## src/rtl/mlab_stream_pkg.sv

```systemverilog
// -----------------------------------------------------------------------------
// mlab_stream_pkg
// Shared types and constants for the sample-playback / Costas-loop stream
// sequencer.
//   stream_state_t : run state of the sequencer (IDLE, STREAM, DRAIN, DONE)
//   SAMPLE_ADDR_W  : default sample RAM address width
//   SAMPLE_COUNT   : default samples per playback pass
//   CAP_DECIM_10K  : clock cycles per capture strobe (10 MHz -> 10 kHz)
// -----------------------------------------------------------------------------
package mlab_stream_pkg;

  typedef enum logic [1:0] {
    IDLE   = 2'd0,
    STREAM = 2'd1,
    DRAIN  = 2'd2,
    DONE   = 2'd3
  } stream_state_t;

  localparam int SAMPLE_ADDR_W = 22;
  localparam int SAMPLE_COUNT  = 810000;
  localparam int CAP_DECIM_10K = 1000;

endpackage

```

## src/rtl/sample_stream_ctrl_decim_strobe.sv

```systemverilog
// -----------------------------------------------------------------------------
// decim_strobe
// Enable-gated modulo-DECIM counter producing a one-cycle strobe in the cycle
// the counter sits at DECIM-1. The counter is forced to zero whenever it is
// not enabled or clr is high, so every enabled interval restarts the phase.
// Ports:
//   CLK : clock
//   RST : asynchronous reset, active-low
//   en  : count enable for the coming cycle
//   clr : restart the count at zero (wins over en)
//   stb : registered strobe, high while the count equals DECIM-1
// -----------------------------------------------------------------------------
module decim_strobe
  import mlab_stream_pkg::*;
#(
  parameter int DECIM = CAP_DECIM_10K
) (
  input  logic CLK,
  input  logic RST,
  input  logic en,
  input  logic clr,
  output logic stb
);

  localparam int              CNT_W    = $clog2(DECIM);
  localparam logic [CNT_W-1:0] CNT_LAST = CNT_W'(DECIM - 1);

  if (DECIM < 2) begin : g_bad_decim
    $error("decim_strobe: DECIM must be at least 2");
  end

  logic [CNT_W-1:0] cnt_reg;
  logic [CNT_W-1:0] cnt_next;
  logic             stb_reg;

  always_comb begin
    cnt_next = '0;
    if (en && !clr) begin
      cnt_next = (cnt_reg == CNT_LAST) ? '0 : cnt_reg + 1'b1;
    end
  end

  // Strobe is decoded from the next count so it lines up with cnt_reg.
  always_ff @(posedge CLK or negedge RST) begin
    if (!RST) begin
      cnt_reg <= '0;
      stb_reg <= 1'b0;
    end else begin
      cnt_reg <= cnt_next;
      stb_reg <= (cnt_next == CNT_LAST);
    end
  end

  assign stb = stb_reg;

endmodule

```

## src/rtl/sample_stream_ctrl.sv

```systemverilog
// -----------------------------------------------------------------------------
// sample_stream_ctrl
// Sequencer for the sample-playback datapath: one controlled run that streams
// NUM_SAMPLES RAM addresses (optionally looping), drains the RAM/datapath
// pipeline, then reports done. Also produces the decimated capture strobe and
// the capture buffer write port.
// Ports:
//   CLK       : clock
//   RST       : asynchronous reset, active-low
//   start     : single-cycle run request (accepted in IDLE or DONE)
//   abort     : single-cycle run cancel (wins over start)
//   loop_en   : at the last address, wrap to 0 instead of draining
//   ram_addr  : sample RAM read address
//   ram_en    : sample RAM read enable
//   dp_rst    : datapath hold-in-reset (high in IDLE)
//   dp_valid  : RAM data at datapath input valid (ram_en delayed RAM_LAT)
//   cap_stb   : one-cycle tick every DECIM busy cycles
//   cap_we    : capture buffer write enable
//   cap_addr  : capture buffer write address
//   busy      : STREAM or DRAIN
//   done      : run completed (level)
//   overflow  : sticky, a capture strobe found the buffer full
// -----------------------------------------------------------------------------
module sample_stream_ctrl
  import mlab_stream_pkg::*;
#(
  parameter int ADDR_W      = SAMPLE_ADDR_W,
  parameter int NUM_SAMPLES = SAMPLE_COUNT,
  parameter int RAM_LAT     = 1,
  parameter int DECIM       = CAP_DECIM_10K,
  parameter int DRAIN_CYC   = 16,
  parameter int OUT_ADDR_W  = 10
) (
  input  logic                  CLK,
  input  logic                  RST,
  input  logic                  start,
  input  logic                  abort,
  input  logic                  loop_en,
  output logic [ADDR_W-1:0]     ram_addr,
  output logic                  ram_en,
  output logic                  dp_rst,
  output logic                  dp_valid,
  output logic                  cap_stb,
  output logic                  cap_we,
  output logic [OUT_ADDR_W-1:0] cap_addr,
  output logic                  busy,
  output logic                  done,
  output logic                  overflow
);

  localparam logic [ADDR_W-1:0]  LAST_ADDR  = ADDR_W'(NUM_SAMPLES - 1);
  localparam int                 DRAIN_LEN  = RAM_LAT + DRAIN_CYC;
  localparam int                 DRAIN_W    = $clog2(DRAIN_LEN + 1);
  localparam logic [DRAIN_W-1:0] DRAIN_LAST = DRAIN_W'(DRAIN_LEN - 1);

  if (longint'(NUM_SAMPLES) > (longint'(1) << ADDR_W)) begin : g_bad_addr_w
    $error("sample_stream_ctrl: NUM_SAMPLES does not fit in ADDR_W bits");
  end
  if (RAM_LAT < 1) begin : g_bad_ram_lat
    $error("sample_stream_ctrl: RAM_LAT must be at least 1");
  end

  stream_state_t          state_reg;
  logic [ADDR_W-1:0]      ram_addr_reg;
  logic                   ram_en_reg;
  logic                   dp_rst_reg;
  logic                   busy_reg;
  logic                   done_reg;
  logic [DRAIN_W-1:0]     drain_cnt_reg;
  logic [RAM_LAT-1:0]     vld_pipe_reg;
  logic [OUT_ADDR_W-1:0]  cap_addr_reg;
  logic                   full_reg;
  logic                   overflow_reg;

  logic                   start_go;
  logic                   abort_go;
  logic                   busy_next;
  logic                   cap_stb_int;

  // Abort only acts on an active run; start only when no run is in flight.
  assign abort_go = abort && (state_reg != IDLE);
  assign start_go = start && !abort && ((state_reg == IDLE) || (state_reg == DONE));

  // The decimator is driven by next-cycle busy so its count is already zero
  // in the first busy cycle and never reaches DECIM-1 outside busy.
  always_comb begin
    busy_next = busy_reg;
    if (abort_go) begin
      busy_next = 1'b0;
    end else if (start_go) begin
      busy_next = 1'b1;
    end else if ((state_reg == DRAIN) && (drain_cnt_reg == DRAIN_LAST)) begin
      busy_next = 1'b0;
    end
  end

  decim_strobe #(
    .DECIM (DECIM)
  ) u_decim (
    .CLK (CLK),
    .RST (RST),
    .en  (busy_next),
    .clr (start_go),
    .stb (cap_stb_int)
  );

  // Run sequencer.
  always_ff @(posedge CLK or negedge RST) begin
    if (!RST) begin
      state_reg     <= IDLE;
      ram_addr_reg  <= '0;
      ram_en_reg    <= 1'b0;
      dp_rst_reg    <= 1'b1;
      busy_reg      <= 1'b0;
      done_reg      <= 1'b0;
      drain_cnt_reg <= '0;
    end else if (abort_go) begin
      state_reg     <= IDLE;
      ram_addr_reg  <= '0;
      ram_en_reg    <= 1'b0;
      dp_rst_reg    <= 1'b1;
      busy_reg      <= 1'b0;
      done_reg      <= 1'b0;
      drain_cnt_reg <= '0;
    end else if (start_go) begin
      state_reg     <= STREAM;
      ram_addr_reg  <= '0;
      ram_en_reg    <= 1'b1;
      dp_rst_reg    <= 1'b0;
      busy_reg      <= 1'b1;
      done_reg      <= 1'b0;
      drain_cnt_reg <= '0;
    end else begin
      case (state_reg)
        STREAM: begin
          if (ram_addr_reg == LAST_ADDR) begin
            if (loop_en) begin
              ram_addr_reg <= '0;
            end else begin
              // Address holds at the last sample through DRAIN/DONE.
              state_reg     <= DRAIN;
              ram_en_reg    <= 1'b0;
              drain_cnt_reg <= '0;
            end
          end else begin
            ram_addr_reg <= ram_addr_reg + 1'b1;
          end
        end
        DRAIN: begin
          if (drain_cnt_reg == DRAIN_LAST) begin
            state_reg <= DONE;
            busy_reg  <= 1'b0;
            done_reg  <= 1'b1;
          end else begin
            drain_cnt_reg <= drain_cnt_reg + 1'b1;
          end
        end
        default: begin
          // IDLE and DONE hold until start/abort.
        end
      endcase
    end
  end

  // RAM latency model for the valid flag; flushed at once on abort.
  for (genvar gi = 0; gi < RAM_LAT; gi++) begin : g_vld
    if (gi == 0) begin : g_head
      always_ff @(posedge CLK or negedge RST) begin
        if (!RST) begin
          vld_pipe_reg[gi] <= 1'b0;
        end else if (abort_go) begin
          vld_pipe_reg[gi] <= 1'b0;
        end else begin
          vld_pipe_reg[gi] <= ram_en_reg;
        end
      end
    end else begin : g_tail
      always_ff @(posedge CLK or negedge RST) begin
        if (!RST) begin
          vld_pipe_reg[gi] <= 1'b0;
        end else if (abort_go) begin
          vld_pipe_reg[gi] <= 1'b0;
        end else begin
          vld_pipe_reg[gi] <= vld_pipe_reg[gi-1];
        end
      end
    end
  end

  // Capture buffer write port. cap_addr and overflow survive abort so the
  // buffer can be read back; both are cleared by the next start.
  always_ff @(posedge CLK or negedge RST) begin
    if (!RST) begin
      cap_addr_reg <= '0;
      full_reg     <= 1'b0;
      overflow_reg <= 1'b0;
    end else if (start_go) begin
      cap_addr_reg <= '0;
      full_reg     <= 1'b0;
      overflow_reg <= 1'b0;
    end else if (cap_stb_int) begin
      if (full_reg) begin
        overflow_reg <= 1'b1;
      end else begin
        cap_addr_reg <= cap_addr_reg + 1'b1;
        if (cap_addr_reg == '1) begin
          full_reg <= 1'b1;
        end
      end
    end
  end

  assign ram_addr = ram_addr_reg;
  assign ram_en   = ram_en_reg;
  assign dp_rst   = dp_rst_reg;
  assign dp_valid = vld_pipe_reg[RAM_LAT-1];
  assign cap_stb  = cap_stb_int;
  assign cap_we   = cap_stb_int & ~full_reg;
  assign cap_addr = cap_addr_reg;
  assign busy     = busy_reg;
  assign done     = done_reg;
  assign overflow = overflow_reg;

endmodule

```

## config.mk

```make
export PLATFORM = sky130hd
export DESIGN_NAME = sample_stream_ctrl
export DESIGN_NICKNAME = d
export VERILOG_FILES = /design/src/rtl/mlab_stream_pkg.sv /design/src/rtl/sample_stream_ctrl_decim_strobe.sv /design/src/rtl/sample_stream_ctrl.sv
export SDC_FILE = /design/constraint.sdc
export NUM_CORES = 1
export LEC_CHECK = 0
export BUFFER_PORTS_ARGS = -buffer_cell sky130_fd_sc_hd__buf_2
export CAP_MARGIN = 20
export CORE_MARGIN = 10
export CORE_UTILIZATION = 45
export CTS_CLUSTER_SIZE = 25
export DETAILED_ROUTE_END_ITERATION = 16
export PLACE_DENSITY_LB_ADDON = 0.15
export RECOVER_POWER = 100
export SLEW_MARGIN = 20
export SYNTH_ARGS = -nofsm -noshare
export SYNTH_HDL_FRONTEND = slang
export SYNTH_SLANG_ARGS = --single-unit
```

## constraint.sdc

```tcl
create_clock -name CLK -period 3.6 [get_ports CLK]
set_clock_uncertainty 0.1 [all_clocks]
set_input_delay 0.18 -clock CLK [delete_from_list [all_inputs] [get_ports CLK]]
set_output_delay 0.18 -clock CLK [all_outputs]
set_load 0.01 [all_outputs]
```

==> impl_metrics.env, run 1 <==
export IMPL_status="finished with violations"
export IMPL_violations="capacitance limit, slew limit"
export IMPL_powerDensity_nw_per_um2=529.7
export IMPL_fp_dieH_microns=102.7
export IMPL_finalHoldViolations=0
export IMPL_coreArea_sq_um=6719
export IMPL_syn2layout_area_growth_pct=14.53
export IMPL_floorplan_die_width_microns=102.7
export IMPL_h_tree_depth=3
export IMPL_highest_attainable_clock_frequency_ghz=0.3741
export IMPL_setup_repair_after_global_routing_missed_its_margin="no"
export IMPL_path_depth=7
export IMPL_syn_cell_area_sq_um=3074
export IMPL_hpwlAfterDp_microns=5258
export IMPL_number_of_warnings_reported_in_the_yosys_synthesis_log=0
export IMPL_power_share_switching_pct=33.21
export IMPL_required_time_of_the_critical_path_ps=3760
export IMPL_setup_reg_to_reg_worst_slack_ps=930
export IMPL_leakage_nw=1.447
export IMPL_period_minus_slack_ps=2673
export IMPL_crit_path_start_kind="flip-flop"
export IMPL_hold_worst_slack_ps=105.0
export IMPL_setup_violations=0
export IMPL_post_route_cells_drive_above_1_share_pct=6.037
export IMPL_max_clock_path_buffers=2
export IMPL_first_global_vias=2556
export IMPL_postCtsResizedCells=0
export IMPL_synthCells=331
export IMPL_holdPathStages=3
export IMPL_clkTransAtPathRegs_ps=60
export IMPL_largest_register_ff_count=22
export IMPL_nets=390
export IMPL_worstHoldEndpoint="ram_en"
export IMPL_max_cap_violations=1
export IMPL_power_combinational_fraction_pct=23.6
export IMPL_setup_tns_final_ps=0
export IMPL_wl_per_cell_microns=15.96
export IMPL_reg2reg_from="state_reg[0]"
export IMPL_worstSetupEndpointType="flip-flop"
export IMPL_timing_final_max_slew_violations=36
export IMPL_totalWireLength_microns=7359
export IMPL_pwr_share_seq_pct=41.8
export IMPL_drt_vias_per_instance=5.579
export IMPL_all_layer_gr_usage_pct=14.80
export IMPL_clock_sink_count=57
export IMPL_firstDrtPassIters=4
export IMPL_synth_top_flop_cell="sky130_fd_sc_hd__dfrtp_1"
export IMPL_p_int_mw=1.246
export IMPL_largest_net_degree_at_the_start_of_global_routing=36
export IMPL_post_synth_cell_area_avg_sq_um=9.288
export IMPL_clk_latency_ps=340
export IMPL_grt_antenna_before_repair=0
export IMPL_r2r_cells=7
export IMPL_route_detailed_drc=0
export IMPL_multiInputGateArea_sq_um=1545
export IMPL_cpLargestDelayFamily="simple AND/OR/NAND/NOR gates"
export IMPL_final_seq_area_sq_um=1428
export IMPL_worst_ep_arrival_time_ps=2830
export IMPL_synth_fp_nets=344
export IMPL_count_of_boundary_i_o_pins=45
export IMPL_vias=2572
export IMPL_cell_with_the_biggest_individual_delay_on_the_critical_path="sky130_fd_sc_hd__or4_1"
export IMPL_layout_cell_area_excl_fill_sq_um=3521
export IMPL_start_util_pct=45.75
export IMPL_cp_num_buf_inv=1
export IMPL_grt_pass1_wl_microns=12380
export IMPL_hold_path_class="in -> reg"
export IMPL_placement_cell_area_sq_um=3369
export IMPL_path_cells="inv_1, ha_1, or3b_1, and2_0, o31a_1, or4_1, o21ai_0"
export IMPL_worst_slew_pin_transition_ps=1922
export IMPL_p_clk_share_pct=34.6
export IMPL_clock_tree_from_tritoncts="done"
export IMPL_slew_headroom_pct=-28.13
export IMPL_fp_dieArea_sq_um=10540
export IMPL_final_min_period_over_clock_period_pct=74.26
export IMPL_synth_enable_flop_cells=0
export IMPL_cts_made_buffers=9
export IMPL_timing_hold_worst_start="loop_en"
export IMPL_globalRouteOverflowTotal=0
export IMPL_postSynthRegisterBits=57
export IMPL_crit_type="reg -> reg"
export IMPL_root_buffer="sky130_fd_sc_hd__clkbuf_8"
export IMPL_synth_seq_area_share_pct=46.44
export IMPL_port_buffer_count=44
export IMPL_drt_first_iter_violations=144
export IMPL_critical_path_max_stage_delay_ps=500
export IMPL_rows=30
export IMPL_netlist_cell_type_count=46
export IMPL_gpl_final_weighted_congestion=0.8184
export IMPL_final_antenna_net_count=0
export IMPL_reg2reg_to="drain_cnt_reg[0]"
export IMPL_p_sw_mw=0.6195
export IMPL_timing_critical_path_fanout_max=12
export IMPL_ys_async_sr_fraction_pct=100.0
export IMPL_largest_voltage_drop_on_the_vdd_net_uv=419.4
export IMPL_diodes=0
export IMPL_fillers=667
worst max-delay path by stage:
| stage | from | to | slack (ps) |
|---|---|---|---|
| 3_5_place_dp | state_reg[0] | drain_cnt_reg[2] | 990 |
| 3_3_place_gp | state_reg[0] | drain_cnt_reg[0] | 1090 |
| 4_1_cts | state_reg[0] | drain_cnt_reg[0] | 970 |
| 6_report | state_reg[0] | drain_cnt_reg[0] | 930 |
| 2_1_floorplan | state_reg[0] | state_reg[0] | 1230 |
| 5_1_grt | RST | state_reg[1] | 660 |
cells in the final DEF, fill, tap and decap left out, types with 5 or more instances in the layout:
master,n
sky130_fd_sc_hd__clkbuf_8,13
sky130_fd_sc_hd__clkbuf_1,43
sky130_fd_sc_hd__nor4_1,11
sky130_fd_sc_hd__or3_1,5
sky130_fd_sc_hd__xnor2_1,18
sky130_fd_sc_hd__o21ai_0,13
sky130_fd_sc_hd__nand3_1,19
sky130_fd_sc_hd__and4_1,9
sky130_fd_sc_hd__nand2_1,26
sky130_fd_sc_hd__a21oi_1,11
sky130_fd_sc_hd__nor2_1,47
sky130_fd_sc_hd__inv_1,10
sky130_fd_sc_hd__ha_1,8
sky130_fd_sc_hd__xor2_1,13
sky130_fd_sc_hd__nand4_1,10
sky130_fd_sc_hd__nor3_1,9
sky130_fd_sc_hd__dfrtp_1,56
power groups by stage:
stage / combinational, mW / clock [mW] / sequential, mW
after detailed placement: 0.472 / 0 / 0.791
after global placement: 0.466 / 0 / 0.788
after CTS: 0.475 / 0.657 / 0.779
after floorplan: 0.301 / 0 / 0.793
final: 0.440 / 0.645 / 0.780
after global routing: 0.505 / 0.689 / 0.791
worst min-delay path, delay by kind of cell:
family | cells | cell delay [ps]
compound gates | 1 | 140
buf+inv | 1 | 120
simple gates | 1 | 70
stage by stage:
step | utilization (%) | cells | total power [mW] | worst slack, ps
after floorplan | - | 331 | 1.093 | 1226
after global placement | 50.15 | 445 | 1.254 | 1087
after detailed placement | 50.15 | 445 | 1.263 | 986.0
after CTS | 53.48 | 461 | 1.911 | 969.3
after global routing | 52.40 | 461 | 1.985 | 656.9
final | 52.40 | 461 | 1.865 | 926.6
cells in the mapped netlist (all sizes together), types with 2 or more instances:
cell type / number / area (sq um)
ha: 8 / 100.1
nor3: 9 / 45.04
a41oi: 2 / 17.52
nor2: 47 / 176.4
nand2: 26 / 97.59
nor4: 11 / 68.82
nor4b: 3 / 26.28
buf: 2 / 10.01
mux2i: 3 / 30.03
and2: 5 / 31.28
or4: 4 / 33.78
xor2: 13 / 113.9
inv: 10 / 37.54
or3: 5 / 31.28
nor3b: 3 / 27.52
o21ai: 14 / 70.06
a31o: 2 / 17.52
nand4: 10 / 62.56
clkbuf: 12 / 45.04
nand3: 19 / 95.09
nor2b: 2 / 12.51
and3: 4 / 25.02
xnor2: 18 / 157.7
o31ai: 5 / 42.54
nand2b: 4 / 25.02
a21oi: 11 / 55.05
and4: 9 / 78.83
a22oi: 2 / 15.01
dfrtp: 56 / 1401
cells by family (layout without fill, tap and decap cells):
kind of cell / Yosys count / in the layout / share of synthesized area (%)
simple gates: 163 / 163 / 27.84
flops: 57 / 57 / 46.44
compound gates: 45 / 45 / 9.646
xor+xnor: 31 / 31 / 8.832
buf+inv: 24 / 74 / 3.012
fa+ha+maj: 8 / 8 / 3.256
mux: 3 / 3 / 0.9768
repair_timing:
item | 4_1_cts | 5_1_grt
hold buffers | 1 | 0
hold endpoints to repair | 34 | 0
buffers inserted | 0 | 0
layer usage:
metal / track usage, % / vias up / share of wire, %
met4: 7.375 / 0 / 2.1
met5: 0 / - / 0
met3: 3.887 / 11 / 5.2
li1: - / 1272 / -
met1: 18.87 / 1244 / 46
met2: 22.67 / 45 / 47
layout make-up:
| cell class | instances | share of cell area, % |
|---|---|---|
| multi-input combinational | 250 | 43.89 |
| sequential | 57 | 40.55 |
| timing repair buffer | 49 | 5.579 |
| clock buffer | 13 | 5.082 |
| tap | 80 | 2.843 |
| inverter | 10 | 1.066 |
| clock inverter | 2 | 0.9950 |
No activity file was read; power rests on OpenSTA's default activity.
==> inputs of run 2 (changes only) <==
- clock period: 3.6 -> 2.1 ns (I/O delays scaled with it)
==> impl_metrics.env, run 2 (synthesized netlist as in run 1, its figures left out) <==
export IMPL_post_route_cells_drive_above_1_share_pct=25.00
export IMPL_required_time_of_the_critical_path_ps=2270
export IMPL_highest_signal_layer="met4"
export IMPL_largest_register_ff_count=22
export IMPL_setup_reg_to_reg_worst_slack_ps=-180
export IMPL_holdPathStages=3
export IMPL_final_min_period_over_clock_period_pct=108.4
export IMPL_root_buffer="sky130_fd_sc_hd__clkbuf_8"
export IMPL_grt_pass1_wl_microns=13230
export IMPL_r2r_cells=7
export IMPL_met2RoutedLength_microns=4245
export IMPL_largest_voltage_drop_on_the_vdd_net_uv=432.2
export IMPL_timing_final_max_slew_violations=0
export IMPL_setup_repair_after_global_routing_missed_its_margin="yes"
export IMPL_layout_commonest_cell="sky130_fd_sc_hd__dfrtp_1"
export IMPL_totalWireLength_microns=8515
export IMPL_violations="setup timing"
export IMPL_highest_attainable_clock_frequency_ghz=0.4393
export IMPL_p_int_mw=2.568
export IMPL_period_minus_slack_ps=2277
export IMPL_cp_num_buf_inv=1
export IMPL_dr_wl_met3_microns=527
export IMPL_coreArea_sq_um=6719
export IMPL_clock_sink_count=57
export IMPL_final_cell_count_no_fill=512
export IMPL_clock_tree_from_tritoncts="done"
export IMPL_all_layer_gr_usage_pct=16.12
export IMPL_fp_dieArea_sq_um=10540
export IMPL_p_sw_mw=1.274
export IMPL_clkTransAtPathRegs_ps=70
export IMPL_finalHoldViolations=0
export IMPL_timing_hold_worst_start="loop_en"
export IMPL_h_tree_depth=3
export IMPL_hpwlAfterDp_microns=5642
export IMPL_reg2reg_to="drain_cnt_reg[2]"
export IMPL_path_cells="inv_2, ha_4, or3b_4, and2_4, o31a_1, or4_4, o21ai_1"
export IMPL_crit_type="reg -> reg"
export IMPL_vias=2879
export IMPL_syn2layout_area_growth_pct=34.43
export IMPL_wl_met1_microns=3653
export IMPL_worst_slew_pin_transition_ps=1422
export IMPL_setup_tns_final_ps=-1679
export IMPL_drt_vias_per_instance=5.623
export IMPL_timing_critical_path_fanout_max=4
export IMPL_worst_ep_arrival_time_ps=2440
export IMPL_grt_antenna_before_repair=0
export IMPL_reg2reg_from="state_reg[0]"
export IMPL_fp_dieH_microns=102.7
export IMPL_critical_path_max_stage_delay_ps=450
export IMPL_powerDensity_nw_per_um2=929.7
export IMPL_final_antenna_net_count=0
export IMPL_slew_headroom_pct=5.220
export IMPL_largest_net_degree_at_the_start_of_global_routing=58
export IMPL_port_buffer_count=44
export IMPL_pwr_share_seq_pct=33.6
export IMPL_cts_made_buffers=9
export IMPL_worstSetupEndpointType="flip-flop"
export IMPL_crit_path_start_kind="flip-flop"
export IMPL_globalRouteOverflowTotal=0
export IMPL_cpLargestDelayFamily="simple AND/OR/NAND/NOR gates"
export IMPL_cell_with_the_biggest_individual_delay_on_the_critical_path="sky130_fd_sc_hd__or4_4"
export IMPL_final_cell_mix="sky130_fd_sc_hd__dfrtp_1, sky130_fd_sc_hd__nor2_1, sky130_fd_sc_hd__clkbuf_1"
export IMPL_first_global_vias=2613
export IMPL_clk_latency_ps=340
export IMPL_power_share_switching_pct=33.17
export IMPL_report_power_total_mw=3.842
export IMPL_drt_first_iter_violations=137
export IMPL_finalWorstSetupSlack_ps=-176.6
export IMPL_diodes=0
export IMPL_max_clock_path_buffers=2
export IMPL_power_combinational_fraction_pct=34.4
export IMPL_route_detailed_drc=0
export IMPL_count_of_boundary_i_o_pins=45
export IMPL_nets=440
export IMPL_placedCellCount=486
export IMPL_status="finished with violations"
export IMPL_setup_violations=19
export IMPL_worstHoldEndpoint="ram_en"
export IMPL_max_cap_violations=0
export IMPL_p_clk_share_pct=32.0
export IMPL_hold_path_class="in -> reg"
export IMPL_firstDrtPassIters=4
export IMPL_gpl_final_weighted_congestion=0.8545
export IMPL_start_util_pct=45.75
export IMPL_floorplan_die_width_microns=102.7
export IMPL_rows=30
export IMPL_wl_per_cell_microns=16.63
export IMPL_leakage_nw=1.770
run 2: metrics by stage:
stage / utilization (%) / setup slack, ps / hold slack [ps] / area, sq um
2_1_floorplan: - / -148.5 / -290.6 / 3097
5_1_grt: 61.51 / -266.7 / 40.36 / 4133
6_report: 61.51 / -176.6 / 55.09 / 4133
4_1_cts: 60.45 / -164.4 / 16.43 / 4061
3_5_place_dp: 55.18 / -198.2 / 33.89 / 3707
3_3_place_gp: 55.18 / -153.4 / 34.24 / 3707
run 2: layer usage:
layer / vias up / global-route usage (%)
li1: 1380 / -
met1: 1419 / 21.15
met2: 71 / 24.53
met3: 9 / 5.496
met4: 0 / 4.772
met5: - / 0
run 2: how the worst max path moves through the flow:
stage	from	to	cells after the start
finish	state_reg[0]	drain_cnt_reg[2]	7
global route	state_reg[1]	drain_cnt_reg[1]	7
CTS	state_reg[1]	drain_cnt_reg[2]	7
detailed placement	state_reg[0]	ram_addr[13]	6
global placement	state_reg[0]	ram_addr[19]	6
floorplan	state_reg[0]	drain_cnt_reg[0]	8
run 2: final cells by class:
type	count	area (sq um)
Tap cell	80	100.1
Fill cell	606	2586
Clock inverter	4	73.82
Multi-Input combinational cell	250	1758
Clock buffer	12	165.2
Sequential cell	57	1428
Timing Repair Buffer	99	570.5
Inverter	10	37.54
run 2: power groups by stage:
stage | combinational (mW) | clock (mW) | sequential [mW]
floorplan | 0.553 | 0 | 1.36
global placement | 1.05 | 0 | 1.31
detailed placement | 1.06 | 0 | 1.31
CTS | 1.19 | 1.25 | 1.29
global route | 1.45 | 1.31 | 1.31
finish | 1.32 | 1.23 | 1.29
run 2: repair_timing:
action                                  in CTS  in global routing
setup buffers                                6                  2
resized for setup                           12                 34
gates cloned                                 0                  1
pin swaps                                    5                 15
endpoints found under the setup margin      19                 25
hold buffers                                 1                  0
endpoints found under the hold margin       57                  0
run 2: tightest hold or removal path, stage by stage:
cell and delay [ps]:
sky130_fd_sc_hd__buf_2 130, sky130_fd_sc_hd__nor3b_1 70, sky130_fd_sc_hd__o21ai_0 150
==> inputs of run 3 (changes only) <==
- CTS_BUF_LIST: default -> sky130_fd_sc_hd__clkbuf_2
==> impl_metrics.env, run 3 (synthesized netlist as in run 1, its figures left out) <==
export IMPL_status="finished with violations"
export IMPL_violations="setup timing"
export IMPL_p_int_mw=2.251
export IMPL_holdPathStages=5
export IMPL_count_of_boundary_i_o_pins=45
export IMPL_crit_type="reg -> reg"
export IMPL_final_antenna_net_count=0
export IMPL_hold_worst_slack_ps=191.9
export IMPL_final_cell_count_no_fill=519
export IMPL_timing_final_max_slew_violations=0
export IMPL_root_buffer="sky130_fd_sc_hd__clkbuf_2"
export IMPL_rows=30
export IMPL_vias=2910
export IMPL_post_route_cells_drive_above_1_share_pct=35.31
export IMPL_timing_hold_worst_start="start"
export IMPL_clock_tree_from_tritoncts="done"
export IMPL_required_time_of_the_critical_path_ps=2420
export IMPL_clkTransAtPathRegs_ps=180
export IMPL_h_tree_depth=3
export IMPL_fp_dieH_microns=102.7
export IMPL_highest_attainable_clock_frequency_ghz=0.4325
export IMPL_cell_with_the_biggest_individual_delay_on_the_critical_path="sky130_fd_sc_hd__dfrtp_1"
export IMPL_reg2reg_from="state_reg[1]"
export IMPL_worst_ep_arrival_time_ps=2630
export IMPL_final_core_utilization_pct=62.89
export IMPL_clock_sink_count=57
export IMPL_leakage_nw=1.992
export IMPL_fp_dieArea_sq_um=10540
export IMPL_power_combinational_fraction_pct=40.2
export IMPL_hold_path_class="in -> reg"
export IMPL_coreArea_sq_um=6719
export IMPL_finalHoldViolations=0
export IMPL_wl_per_cell_microns=16.63
export IMPL_final_cell_mix="sky130_fd_sc_hd__dfrtp_1, sky130_fd_sc_hd__buf_4, sky130_fd_sc_hd__nor2_1"
export IMPL_clk_latency_ps=500
export IMPL_critical_path_max_stage_delay_ps=420
export IMPL_largest_register_ff_count=22
export IMPL_worstHoldEndpoint="ram_en"
export IMPL_drt_first_iter_violations=113
export IMPL_pwr_share_seq_pct=36.5
export IMPL_post_placement_worst_setup_slack_ps=-198.2
export IMPL_cts_made_buffers=9
export IMPL_firstDrtPassIters=4
export IMPL_hpwlAfterDp_microns=5642
export IMPL_drt_vias_per_instance=5.607
export IMPL_reg2reg_to="ram_addr[14]"
export IMPL_r2r_cells=11
export IMPL_p_sw_mw=1.271
export IMPL_largest_net_degree_at_the_start_of_global_routing=58
export IMPL_first_global_vias=2592
export IMPL_cp_num_buf_inv=5
export IMPL_largest_voltage_drop_on_the_vdd_net_uv=478.2
export IMPL_max_clock_path_buffers=2
export IMPL_period_minus_slack_ps=2312
export IMPL_start_util_pct=45.75
export IMPL_slew_headroom_pct=6.140
export IMPL_setup_violations=21
export IMPL_worst_slew_pin_transition_ps=1408
export IMPL_grt_antenna_before_repair=0
export IMPL_syn2layout_area_growth_pct=37.44
export IMPL_globalRouteOverflowTotal=0
export IMPL_gpl_final_weighted_congestion=0.8545
export IMPL_power_share_switching_pct=36.09
export IMPL_nets=447
export IMPL_all_layer_gr_usage_pct=15.84
export IMPL_setup_reg_to_reg_worst_slack_ps=-210
export IMPL_totalWireLength_microns=8630
export IMPL_worstSetupEndpointType="flip-flop"
export IMPL_layout_commonest_cell="sky130_fd_sc_hd__dfrtp_1"
export IMPL_floorplan_die_width_microns=102.7
export IMPL_cpLargestDelayFamily="buffers and inverters"
export IMPL_placedCellCount=486
export IMPL_setup_repair_after_global_routing_missed_its_margin="yes"
export IMPL_powerDensity_nw_per_um2=833.6
export IMPL_max_cap_violations=0
export IMPL_crit_path_start_kind="flip-flop"
export IMPL_grt_pass1_wl_microns=13130
export IMPL_path_cells="inv_2, ha_4, buf_4, buf_6, nor3b_4, o311ai_4, buf_6, buf_4, nor3_4, xnor2_1, nor2_1"
export IMPL_finalWorstSetupSlack_ps=-212.0
export IMPL_route_detailed_drc=0
export IMPL_port_buffer_count=44
export IMPL_p_clk_share_pct=23.3
export IMPL_diodes=0
export IMPL_final_min_period_over_clock_period_pct=110.1
export IMPL_timing_critical_path_fanout_max=5
-- run 3: routing by layer --
| metal | track usage, % | up-vias | part of all wire [%] |
|---|---|---|---|
| li1 | - | 1394 | - |
| met1 | 21.06 | 1435 | 43 |
| met2 | 24.09 | 69 | 50 |
| met3 | 3.887 | 12 | 5.5 |
| met4 | 6.399 | 0 | 1.4 |
| met5 | 0 | - | 0 |
-- run 3: power groups by stage --
stage               clock network [mW]  logic [mW]  registers, mW
floorplan                            0       0.553           1.36
global placement                     0        1.05           1.31
detailed placement                   0        1.06           1.31
CTS                              0.836        1.19           1.29
global route                     0.883        1.55           1.31
finish                           0.820        1.42           1.29
-- run 3: through the flow --
step	TNS, ps	instance area, sq um	power [mW]
floorplan	-954.5	3097	1.914
global placement	-1686	3707	2.356
detailed placement	-2216	3707	2.363
CTS	-1519	3976	3.318
global route	-4729	4225	3.740
finish	-2446	4225	3.522
-- run 3: worst max path at each step --
| stage | startpoint | to | cells past startpoint |
|---|---|---|---|
| finish | state_reg[1] | ram_addr[14] | 11 |
| global route | state_reg[1] | state_reg[0] | 9 |
| CTS | state_reg[1] | drain_cnt_reg[1] | 7 |
| detailed placement | state_reg[0] | ram_addr[13] | 6 |
| global placement | state_reg[0] | ram_addr[19] | 6 |
| floorplan | state_reg[0] | drain_cnt_reg[0] | 8 |
-- run 3: what timing repair did --
item / 4_1_cts / 5_1_grt
endpoints found under the hold margin: 62 / 0
gates resized for setup: 13 / 43
gates cloned: 0 / 1
setup endpoints to repair: 28 / 24
hold buffers: 3 / 0
setup buffers: 6 / 7
pin swaps: 4 / 25
-- run 3: tightest hold or removal path, cell delays in order --
cell	delay [ps]
sky130_fd_sc_hd__buf_2	110
sky130_fd_sc_hd__or3b_4	230
sky130_fd_sc_hd__buf_6	100
sky130_fd_sc_hd__buf_4	130
sky130_fd_sc_hd__o21ai_0	80
-- run 3: area by class of cell --
| type | instances | area (sq um) |
|---|---|---|
| clock buffers | 9 | 45.04 |
| repair buffers | 106 | 728.2 |
| flip-flops and latches | 57 | 1428 |
| multi-input cells | 250 | 1802 |
| inverters | 10 | 37.54 |
| clock inverters | 7 | 85.08 |
| fillers | 585 | 2494 |
| well taps | 80 | 100.1 |
